### src/rtl/hazard_pkg.sv
// Shared constants and slot-entry layout for the hazard scoreboard.
// The register-address half of a slot entry is added per instance because AW is a parameter.
package hazard_pkg;
  localparam int HZ_AW        = 5;
  localparam int HZ_DEPTH     = 3;
  localparam int HZ_LOAD_SLOT = 2;
  localparam int HZ_BR_SLOT   = 1;
  localparam int HZ_MUL_LAT   = 4;

  localparam int FWD_REGFILE  = 0;

  typedef struct packed {
    logic valid;
    logic regwrite;
    logic memread;
    logic hilo;
  } slot_flags_t;

  localparam int SLOT_FLAG_W = $bits(slot_flags_t);

  function automatic int slot_w(input int aw);
    return aw + SLOT_FLAG_W;
  endfunction
endpackage

### src/rtl/hazard_slot_pipe.sv
// DEPTH-entry in-flight tracker: shifts every cycle, kill_i[i] squashes the entry leaving slot i.
// An all-zero entry is a bubble, so killing simply clears the word.
module hazard_slot_pipe #(
  parameter int DEPTH = 3,
  parameter int W     = 9
) (
  input  logic                    Clk,
  input  logic                    Reset,
  input  logic [W-1:0]            entry_i,
  input  logic [DEPTH-2:0]        kill_i,
  output logic [DEPTH-1:0][W-1:0] slot_o
);
  logic [DEPTH-1:0][W-1:0] slot_q, slot_d;

  always_comb begin
    slot_d    = '0;
    slot_d[0] = entry_i;
    for (int i = 1; i < DEPTH; i++)
      slot_d[i] = kill_i[i-1] ? '0 : slot_q[i-1];
  end

  always_ff @(posedge Clk or posedge Reset) begin
    if (Reset) slot_q <= '0;
    else       slot_q <= slot_d;
  end

  assign slot_o = slot_q;
endmodule

### src/rtl/hazard_scoreboard.sv
// Hazard/forwarding controller: tracks in-flight producers from EX to WB and derives
// load-use and HI/LO stalls, branch flushes, registered EX forward selects and WB->ID bypass.
module hazard_scoreboard
  import hazard_pkg::*;
#(
  parameter int  AW        = HZ_AW,
  parameter int  DEPTH     = HZ_DEPTH,
  parameter int  LOAD_SLOT = HZ_LOAD_SLOT,
  parameter int  BR_SLOT   = HZ_BR_SLOT,
  parameter int  MUL_LAT   = HZ_MUL_LAT,
  localparam int SW        = $clog2(DEPTH)
) (
  input  logic          Clk,
  input  logic          Reset,
  input  logic          IdValid,
  input  logic [AW-1:0] IdRs,
  input  logic [AW-1:0] IdRt,
  input  logic          IdUsesRs,
  input  logic          IdUsesRt,
  input  logic [AW-1:0] IdRd,
  input  logic          IdRegWrite,
  input  logic          IdMemRead,
  input  logic          IdHiLoStart,
  input  logic          IdHiLoRead,
  input  logic          BranchTaken,
  output logic          Stall,
  output logic          FlushIfId,
  output logic          FlushIdEx,
  output logic [SW-1:0] FwdSelA,
  output logic [SW-1:0] FwdSelB,
  output logic          IdBypassA,
  output logic          IdBypassB,
  output logic          HiLoBusy
);
  typedef struct packed {
    slot_flags_t   f;
    logic [AW-1:0] rd;
  } slot_t;

  localparam int W  = slot_w(AW);
  localparam int CW = $clog2(MUL_LAT + 1);

  slot_t [DEPTH-1:0] slot;
  slot_t             entry;
  logic [DEPTH-2:0]  kill;
  logic              kill_mult;

  logic [1:0][AW-1:0] src;
  logic [1:0]         use_src, hit, hit_ld, lu, byp;
  logic [1:0][SW-1:0] hidx, fwd_nxt;

  logic          stall_int, hilo_stall, issue;
  logic [CW-1:0] cnt_q, cnt_d;
  logic [SW-1:0] fwd_a_q, fwd_a_d, fwd_b_q, fwd_b_d;

  hazard_slot_pipe #(.DEPTH(DEPTH), .W(W)) u_pipe (
    .Clk     (Clk),
    .Reset   (Reset),
    .entry_i (entry),
    .kill_i  (kill),
    .slot_o  (slot)
  );

  assign src     = {IdRt, IdRs};
  assign use_src = {IdUsesRt, IdUsesRs};

  always_comb begin
    hit     = '0;
    hit_ld  = '0;
    hidx    = '0;
    lu      = '0;
    byp     = '0;
    fwd_nxt = '0;
    for (int s = 0; s < 2; s++) begin
      // Scan oldest to youngest so the youngest producer is the one left standing.
      for (int i = DEPTH-1; i >= 0; i--) begin
        if (IdValid && use_src[s] && (src[s] != '0) && slot[i].f.valid &&
            slot[i].f.regwrite && (slot[i].rd == src[s])) begin
          hit[s]    = 1'b1;
          hit_ld[s] = slot[i].f.memread;
          hidx[s]   = SW'(i);
        end
      end
      byp[s]     = hit[s] && (hidx[s] == SW'(DEPTH-1));
      fwd_nxt[s] = (hit[s] && !byp[s]) ? hidx[s] + SW'(1) : SW'(FWD_REGFILE);
      lu[s]      = hit_ld[s] && ((int'(hidx[s]) + 1) < LOAD_SLOT);
    end
  end

  assign hilo_stall = (cnt_q != '0) && IdValid && (IdHiLoStart || IdHiLoRead);
  assign stall_int  = IdValid && !BranchTaken && ((|lu) || hilo_stall);
  assign issue      = IdValid && !stall_int && !BranchTaken;

  // Instructions younger than the resolving branch sit in slots below BR_SLOT.
  always_comb begin
    kill      = '0;
    kill_mult = 1'b0;
    for (int i = 0; i < DEPTH; i++) begin
      if (BranchTaken && (i < BR_SLOT)) begin
        if (i < DEPTH-1) kill[i] = 1'b1;
        kill_mult = kill_mult | (slot[i].f.valid && slot[i].f.hilo);
      end
    end
  end

  always_comb begin
    entry = '0;
    if (issue) begin
      entry.f.valid    = 1'b1;
      entry.f.regwrite = IdRegWrite;
      entry.f.memread  = IdMemRead;
      entry.f.hilo     = IdHiLoStart;
      entry.rd         = IdRd;
    end
  end

  always_comb begin
    cnt_d = cnt_q;
    if (BranchTaken && kill_mult)  cnt_d = '0;
    else if (issue && IdHiLoStart) cnt_d = CW'(MUL_LAT);
    else if (cnt_q != '0)          cnt_d = cnt_q - CW'(1);
  end

  // During a stall EX holds a bubble, so the selects are left alone.
  always_comb begin
    fwd_a_d = fwd_a_q;
    fwd_b_d = fwd_b_q;
    if (!stall_int) begin
      fwd_a_d = issue ? fwd_nxt[0] : SW'(FWD_REGFILE);
      fwd_b_d = issue ? fwd_nxt[1] : SW'(FWD_REGFILE);
    end
  end

  always_ff @(posedge Clk or posedge Reset) begin
    if (Reset) begin
      cnt_q   <= '0;
      fwd_a_q <= SW'(FWD_REGFILE);
      fwd_b_q <= SW'(FWD_REGFILE);
    end else begin
      cnt_q   <= cnt_d;
      fwd_a_q <= fwd_a_d;
      fwd_b_q <= fwd_b_d;
    end
  end

  assign Stall     = stall_int;
  assign FlushIfId = BranchTaken && !Reset;
  assign FlushIdEx = BranchTaken && !Reset;
  assign FwdSelA   = fwd_a_q;
  assign FwdSelB   = fwd_b_q;
  assign IdBypassA = byp[0];
  assign IdBypassB = byp[1];
  assign HiLoBusy  = (cnt_q != '0);
endmodule
### config.mk
export PLATFORM = sky130hd
export DESIGN_NAME = hazard_scoreboard
export DESIGN_NICKNAME = d
export VERILOG_FILES = /design/src/rtl/hazard_pkg.sv /design/src/rtl/hazard_slot_pipe.sv /design/src/rtl/hazard_scoreboard.sv
export SDC_FILE = /design/constraint.sdc
export NUM_CORES = 1
export LEC_CHECK = 0
export CAP_MARGIN = 20
export CORE_AREA = 5 5 63 65
export CTS_BUF_LIST = sky130_fd_sc_hd__clkbuf_8
export DETAILED_ROUTE_END_ITERATION = 7
export DIE_AREA = 0 0 68 70
export PLACE_DENSITY = 0.85
export SYNTH_ARGS = -nofsm -noshare
export SYNTH_HDL_FRONTEND = slang
export SYNTH_SLANG_ARGS = --single-unit
### constraint.sdc
create_clock -name Clk -period 8.2 [get_ports Clk]
set_input_delay 1.23 -clock Clk [delete_from_list [all_inputs] [get_ports Clk]]
set_output_delay 1.23 -clock Clk [all_outputs]
set_load 0.005 [all_outputs]
## Word level (Yosys, flattened, before mapping)

Cells that the tools add are included.

| cells by class | value |
|---|---|
| add/subtract/negate cells | 5 |
| muxes and demuxes | 29 |
| magnitude comparators | 2 |
| eq/ne operators | 8 |
| reduce and logical (&&, ||, !) cells | 50 |

Operators with widths:

| cell | number |
|---|---|
| 1-bit logical AND | 38 |
| 5-bit == test | 6 |
| 2-bit 2-to-1 mux | 10 |
| 9-bit 2-to-1 mux | 2 |
| 1-bit 2-to-1 mux | 14 |
| 5-bit nonzero test | 2 |
| 3-bit 2-to-1 mux | 3 |
| 2-bit by 1-bit adder with 3-bit output (second input constant) | 2 |
| 3-bit by 2-bit < comparator with 1-bit output (second input constant) | 2 |
| 3-bit nonzero test | 2 |
| 1-bit zero test | 5 |
| 2-bit by 1-bit adder with 2-bit output (second input constant) | 2 |
| 2-bit == test (second input constant) | 2 |
| 3-bit by 1-bit subtractor with 3-bit output (second input constant) | 1 |
| 1-bit logical OR | 2 |
| 2-bit OR reduction | 1 |

| storage, ports and cells | value |
|---|---|
| word-level logic and storage cells | 100 |
| output and inout port bits | 10 |
| input port bits | 25 |
| register bits after elaboration | 34 |

## Longest topological paths before layout

| logic depth | value |
|---|---|
| word-level depth | 20 |
| mapped depth | 12 |
| depth with buffers taken out | 11 |

## Modules after synthesis

A second synthesis with hierarchy kept.

| unflattened totals | value |
|---|---|
| cell total of the unflattened synthesis | 186 |
| area total of the unflattened synthesis | 1,901.8 µm² |

Modules (own cells, without submodules):

| module | sequential area each (µm²) | area an instance (µm²) | cells an instance | times used |
|---|---|---|---|---|
| hazard_scoreboard | 175.2 | 1,109.8 | 140 | 1 |
| hazard_slot_pipe | 675.6 | 792.0 | 46 | 1 |

## Least setup slack after synthesis

OpenSTA, ideal clock, no wires.

| timing path | value |
|---|---|
| path type | input to output |
| from | in IdRt[3] |
| to | out Stall |
| data arrival time | 3.189 ns |
| cell stages on the path | 12 |
| slack | 3.781 ns |
| required time | 6.970 ns |
| buffers on the path | 1 |
| cell sequence | xor2_1 -> nor4_1 -> nand4_1 -> nor3_1 -> nand2b_1 -> ha_1 -> inv_1 -> nor2_2 -> a22o_1 -> a221oi_4 -> buf_6 -> nor2_1 |

| on the way | value |
|---|---|
| word-level cells in the longest chain between the ends | 14 |
| elaborated cells between the ends (all ways) | 26 |
| classes of those cells | 1 x add/sub; 1 x order compare; 3 x eq/ne; 6 x mux; 15 x reduce/logical |

Ends and longest elaborated chain:

| what | RTL line | RTL |
|---|---|---|
| start, declared | hazard_scoreboard.sv:17 | `input logic [AW-1:0] IdRt,` |
| 5-bit nonzero test | hazard_scoreboard.sv:77 | `if (IdValid && use_src[s] && (src[s] != '0) && slot[i].f.valid &&` |
| 1-bit logical AND (3 in series) | hazard_scoreboard.sv:77 |  |
| 1-bit logical AND | hazard_scoreboard.sv:78 | `slot[i].f.regwrite && (slot[i].rd == src[s])) begin` |
| 2-bit 2-to-1 mux (3 in series) | hazard_scoreboard.sv:77 |  |
| 2-bit by 1-bit adder with 3-bit output | hazard_scoreboard.sv:86 | `lu[s] = hit_ld[s] && ((int'(hidx[s]) + 1) < LOAD_SLOT);` |
| 3-bit by 2-bit < comparator with 1-bit output | hazard_scoreboard.sv:86 |  |
| 1-bit logical AND (*) | hazard_scoreboard.sv:86 |  |
| 2-bit OR reduction (*) | hazard_scoreboard.sv:91 | `assign stall_int = IdValid && !BranchTaken && ((\|lu) \|\| hilo_stall);` |
| 1-bit logical OR (*) | hazard_scoreboard.sv:91 |  |
| 1-bit logical AND (*) | hazard_scoreboard.sv:91 |  |
| end, declared | hazard_scoreboard.sv:26 | `output logic Stall,` |

Mark *: on every way between the ends. The rest lies on a longest branch, timed or not.

## Worst setup path in the final report

Ends and elaborated chain as after synthesis.

==> flow_results.xml <==
<?xml version="1.0" encoding="UTF-8"?>
<metrics>
  <group name="critical_path">
    <metric name="cp_slowest_stage_delay" unit="ns">0.67</metric>
    <metric name="path_common_cell" unit="">sky130_fd_sc_hd__clkdlybuf4s50_1</metric>
    <metric name="path_class" unit="">input port to output pin</metric>
    <metric name="reg2regPathDepth" unit="">11</metric>
    <metric name="setup.worst_path.start_class" unit="">input port</metric>
    <metric name="critical_path_cell_by_cell" unit="">clkdlybuf4s50_1, xor2_1, nor4_1, nand4_1, nor3_1, nand2b_1, ha_1, inv_1, nor2_2, a22o_1, a221oi_4, nor2_1, clkdlybuf4s50_1</metric>
    <metric name="slowest_stage" unit="">sky130_fd_sc_hd__a221oi_4</metric>
    <metric name="cp_max_fo" unit="">17</metric>
    <metric name="crit_arrival" unit="ns">4.68</metric>
    <metric name="end_kind" unit="">output pin</metric>
    <metric name="cp_data_required_time" unit="ns">6.97</metric>
  </group>
  <group name="drt">
    <metric name="met1_length" unit="um">1640</metric>
    <metric name="met2WireLength" unit="um">2120</metric>
    <metric name="drt_via_density" unit="">5.62</metric>
    <metric name="drtPass1Iterations" unit="">4</metric>
    <metric name="via_count" unit="">1411</metric>
    <metric name="drt-wirelength-per-cell" unit="um">16.4</metric>
    <metric name="highest-signal-layer" unit="">met4</metric>
    <metric name="drt-total-wl" unit="um">4110</metric>
    <metric name="count_of_nets_left_with_antenna_violations_after_detail_routing" unit="">0</metric>
    <metric name="met3WireLength" unit="um">212</metric>
    <metric name="post-route-drc-count" unit="">0</metric>
    <metric name="initialDrtViolationCount" unit="">76</metric>
  </group>
  <group name="die">
    <metric name="die_width" unit="um">68</metric>
    <metric name="std_cell_rows" unit="">21</metric>
    <metric name="io_pins" unit="">35</metric>
    <metric name="core" unit="um^2">3280</metric>
    <metric name="floorplan.initialDensity" unit="">0.535</metric>
    <metric name="die_h" unit="um">70</metric>
    <metric name="design.die.area" unit="um^2">4760</metric>
  </group>
  <group name="logic_synthesis">
    <metric name="synth.cell_area" unit="um^2">1760</metric>
    <metric name="synthCells" unit="">167</metric>
    <metric name="syn_area_per_cell" unit="um^2">10.5</metric>
    <metric name="ys_dominant_reg_cell" unit="">sky130_fd_sc_hd__dfrtp_1</metric>
    <metric name="synth_cell_type_count" unit="">38</metric>
    <metric name="synthDominantCellAreaShare" unit="">0.456</metric>
    <metric name="ys_async_sr_fraction" unit="">1.00</metric>
    <metric name="synth.area.top_cells" unit="">sky130_fd_sc_hd__dfrtp_1 (46%), sky130_fd_sc_hd__xnor2_1 (10%), sky130_fd_sc_hd__xor2_1 (5.0%), sky130_fd_sc_hd__ha_1 (4.3%), sky130_fd_sc_hd__nor2b_1 (3.9%)</metric>
    <metric name="synth_warnings" unit="">0</metric>
    <metric name="synth_edf_count" unit="">0</metric>
    <metric name="synth_area_leader_cell" unit="">sky130_fd_sc_hd__dfrtp_1</metric>
    <metric name="ys_ff_latch" unit="">32</metric>
    <metric name="synth_sequential_area_ratio" unit="">0.456</metric>
    <metric name="syn-num-nets" unit="">198</metric>
  </group>
  <group name="global_routing">
    <metric name="largest_net_degree_at_the_start_of_global_routing" unit="">21</metric>
    <metric name="via_count_of_the_first_global_routing_pass" unit="">1527</metric>
    <metric name="grt_overflow_total" unit="">0</metric>
    <metric name="grt_pass1_wl" unit="um">6940</metric>
    <metric name="globalRouteTotalUtil" unit="">0.192</metric>
    <metric name="antenna_found_initial" unit="">0</metric>
  </group>
  <group name="min_path">
    <metric name="hold_path.class" unit="">flop to flop</metric>
    <metric name="hold-path-cell-count" unit="">0</metric>
  </group>
  <group name="sta">
    <metric name="totalNegativeSetupSlack" unit="ns">0</metric>
    <metric name="worst_clock_skew" unit="ns">0.00704</metric>
    <metric name="final_period_minus_worst_setup_slack" unit="ns">5.91</metric>
    <metric name="timing.final.max_slew_violations" unit="">0</metric>
    <metric name="slew_headroom" unit="">0.371</metric>
    <metric name="period_share" unit="">0.720</metric>
    <metric name="finalHoldWorstSlack" unit="ns">0.420</metric>
    <metric name="tightestPinTransition" unit="ns">0.942</metric>
    <metric name="timing.fmax" unit="MHz">169</metric>
    <metric name="grt_setup_unrepaired" unit="">no</metric>
    <metric name="hold_violations" unit="">0</metric>
    <metric name="setup-violations-final" unit="">0</metric>
  </group>
  <group name="placed_design">
    <metric name="routabilityCongestion" unit="">0.853</metric>
    <metric name="detailedPlacementHpwl" unit="um">3210</metric>
    <metric name="io_buffer_count" unit="">34</metric>
  </group>
  <group name="final_layout">
    <metric name="share_of_final_layout_standard_cells_stronger_than_drive_strength_1" unit="">0.0585</metric>
    <metric name="fill_cells" unit="">257</metric>
    <metric name="final_common_cell" unit="">sky130_fd_sc_hd__clkdlybuf4s50_1</metric>
    <metric name="mostFrequentLayoutCells" unit="">sky130_fd_sc_hd__clkdlybuf4s50_1 (34), sky130_fd_sc_hd__dfrtp_1 (32), sky130_fd_sc_hd__xnor2_1 (21)</metric>
    <metric name="synth_to_final_area_change" unit="%">27.6</metric>
    <metric name="nets" unit="">235</metric>
    <metric name="num_antenna_cells" unit="">0</metric>
  </group>
  <group name="cts">
    <metric name="clk_root_buffer_cell" unit="">sky130_fd_sc_hd__clkbuf_8</metric>
    <metric name="number_of_sinks_handled_by_clock_tree_synthesis" unit="">32</metric>
    <metric name="cts-hold-fix-buffers" unit="">0</metric>
    <metric name="clock_latency" unit="ns">0.28</metric>
    <metric name="htree_num_levels" unit="">2</metric>
    <metric name="cts.path.max_buffers" unit="">2</metric>
    <metric name="cts_tree" unit="">built</metric>
    <metric name="post-cts-setup-buffers" unit="">0</metric>
    <metric name="clk_pin_slew" unit="ns">0.07</metric>
    <metric name="cts_buffers" unit="">5</metric>
    <metric name="ctsResizeCount" unit="">0</metric>
  </group>
  <group name="power">
    <metric name="power_leakage" unit="nW">0.983</metric>
    <metric name="vdd.ir_drop.worst" unit="uV">127</metric>
    <metric name="power-per-cell-area" unit="nW/um^2">180</metric>
  </group>
  <group name="outcome">
    <metric name="outcome" unit="">completed</metric>
  </group>
  <group name="run">
    <metric name="max_cap_viol_count" unit="">0</metric>
  </group>
</metrics>
-- report_power, final --
| group | total [mW] | switching [mW] | internal [mW] |
|---|---|---|---|
| Sequential | 0.182 | 0.0104 | 0.171 |
| Combinational | 0.104 | 0.0490 | 0.0545 |
| Clock | 0.119 | 0.0531 | 0.0658 |
| Total | 0.404 | 0.113 | 0.292 |
-- metrics by stage --
| step | instances | setup WS [ns] | util | total power, mW | instance area, um^2 |
|---|---|---|---|---|---|
| CTS | 251 | 2.31 | 0.683 | 0.407 | 2240 |
| finish | 251 | 2.29 | 0.683 | 0.404 | 2240 |
| global route | 251 | 2.08 | 0.683 | 0.428 | 2240 |
| floorplan | 167 | 3.78 | - | 0.250 | 1760 |
| detailed placement | 243 | 2.33 | 0.655 | 0.287 | 2150 |
| global placement | 242 | 2.54 | 0.647 | 0.277 | 2120 |
-- area by class of cell --
class / instances / area [um^2] / share of cell area
Sequential cell: 32 / 801 / 0.357
Timing Repair Buffer: 35 / 368 / 0.164
Clock inverter: 2 / 7.51 / 0.00335
Tap cell: 46 / 57.6 / 0.0257
Inverter: 9 / 33.8 / 0.0151
Clock buffer: 6 / 82.6 / 0.0368
Multi-Input combinational cell: 121 / 892 / 0.398
-- state kept, by name, summed over array words and instances, names as in the netlist --
signal	cells
cnt_q	3
u_pipe.slot_o	25
FwdSelA	2
FwdSelB	2
-- cells by family after synthesis --
logic type               Yosys count  share of synthesized area
AND/OR/NAND/NOR                   64                      0.205
flip-flops                        32                      0.456
XOR/XNOR                          31                      0.155
AO/OA/AOI/OAI                     15                     0.0762
buffers and inverters             14                     0.0363
adder cells (fa/ha/maj)            6                     0.0427
multiplexers                       5                     0.0292
-- cell usage after synthesis (all sizes together), types with 2 or more instances --
cell and n:
xor2 10, nand3 4, a31oi 2, dfrtp 32, ha 6, nor2b 11, nor2 7, xnor2 21
nor3 3, inv 9, and3 8, nand2 12, nand2b 3, a22o 2, clkbuf 3, mux2i 4
o21ai 4, nor4 2, buf 2, or3 2, nand4 6
-- metal layers --
layer / up-vias / GRT usage
met3: 14 / 0.0529
li1: 644 / -
met5: - / 0
met4: 0 / 0.0773
met2: 56 / 0.328
met1: 697 / 0.220
-- worst paths after layout --
path,start,endpoint,slack [ns]
worst max-delay path,IdRt[3],Stall,2.29
worst min-delay path,u_pipe.slot_o[15],u_pipe.slot_o[24],0.42
worst max register to register,u_pipe.slot_o[21],FwdSelA[0],5.10
worst min register to register,u_pipe.slot_o[15],u_pipe.slot_o[24],0.42
max in group asynchronous,Reset,u_pipe.slot_o[21],6.38
min in group asynchronous,Reset,u_pipe.slot_o[8],1.33
-- worst max-delay path, delay by kind of cell --
| kind | cells | cell delay, ns |
|---|---|---|
| and+or+nand+nor | 6 | 1.07 |
| buffers and inverters | 3 | 1.05 |
| AOI/OAI and AO/OA | 2 | 0.92 |
| adders and majority gates | 1 | 0.21 |
| xor gates and xnor gates | 1 | 0.19 |
(Power assumes the default switching activity.)
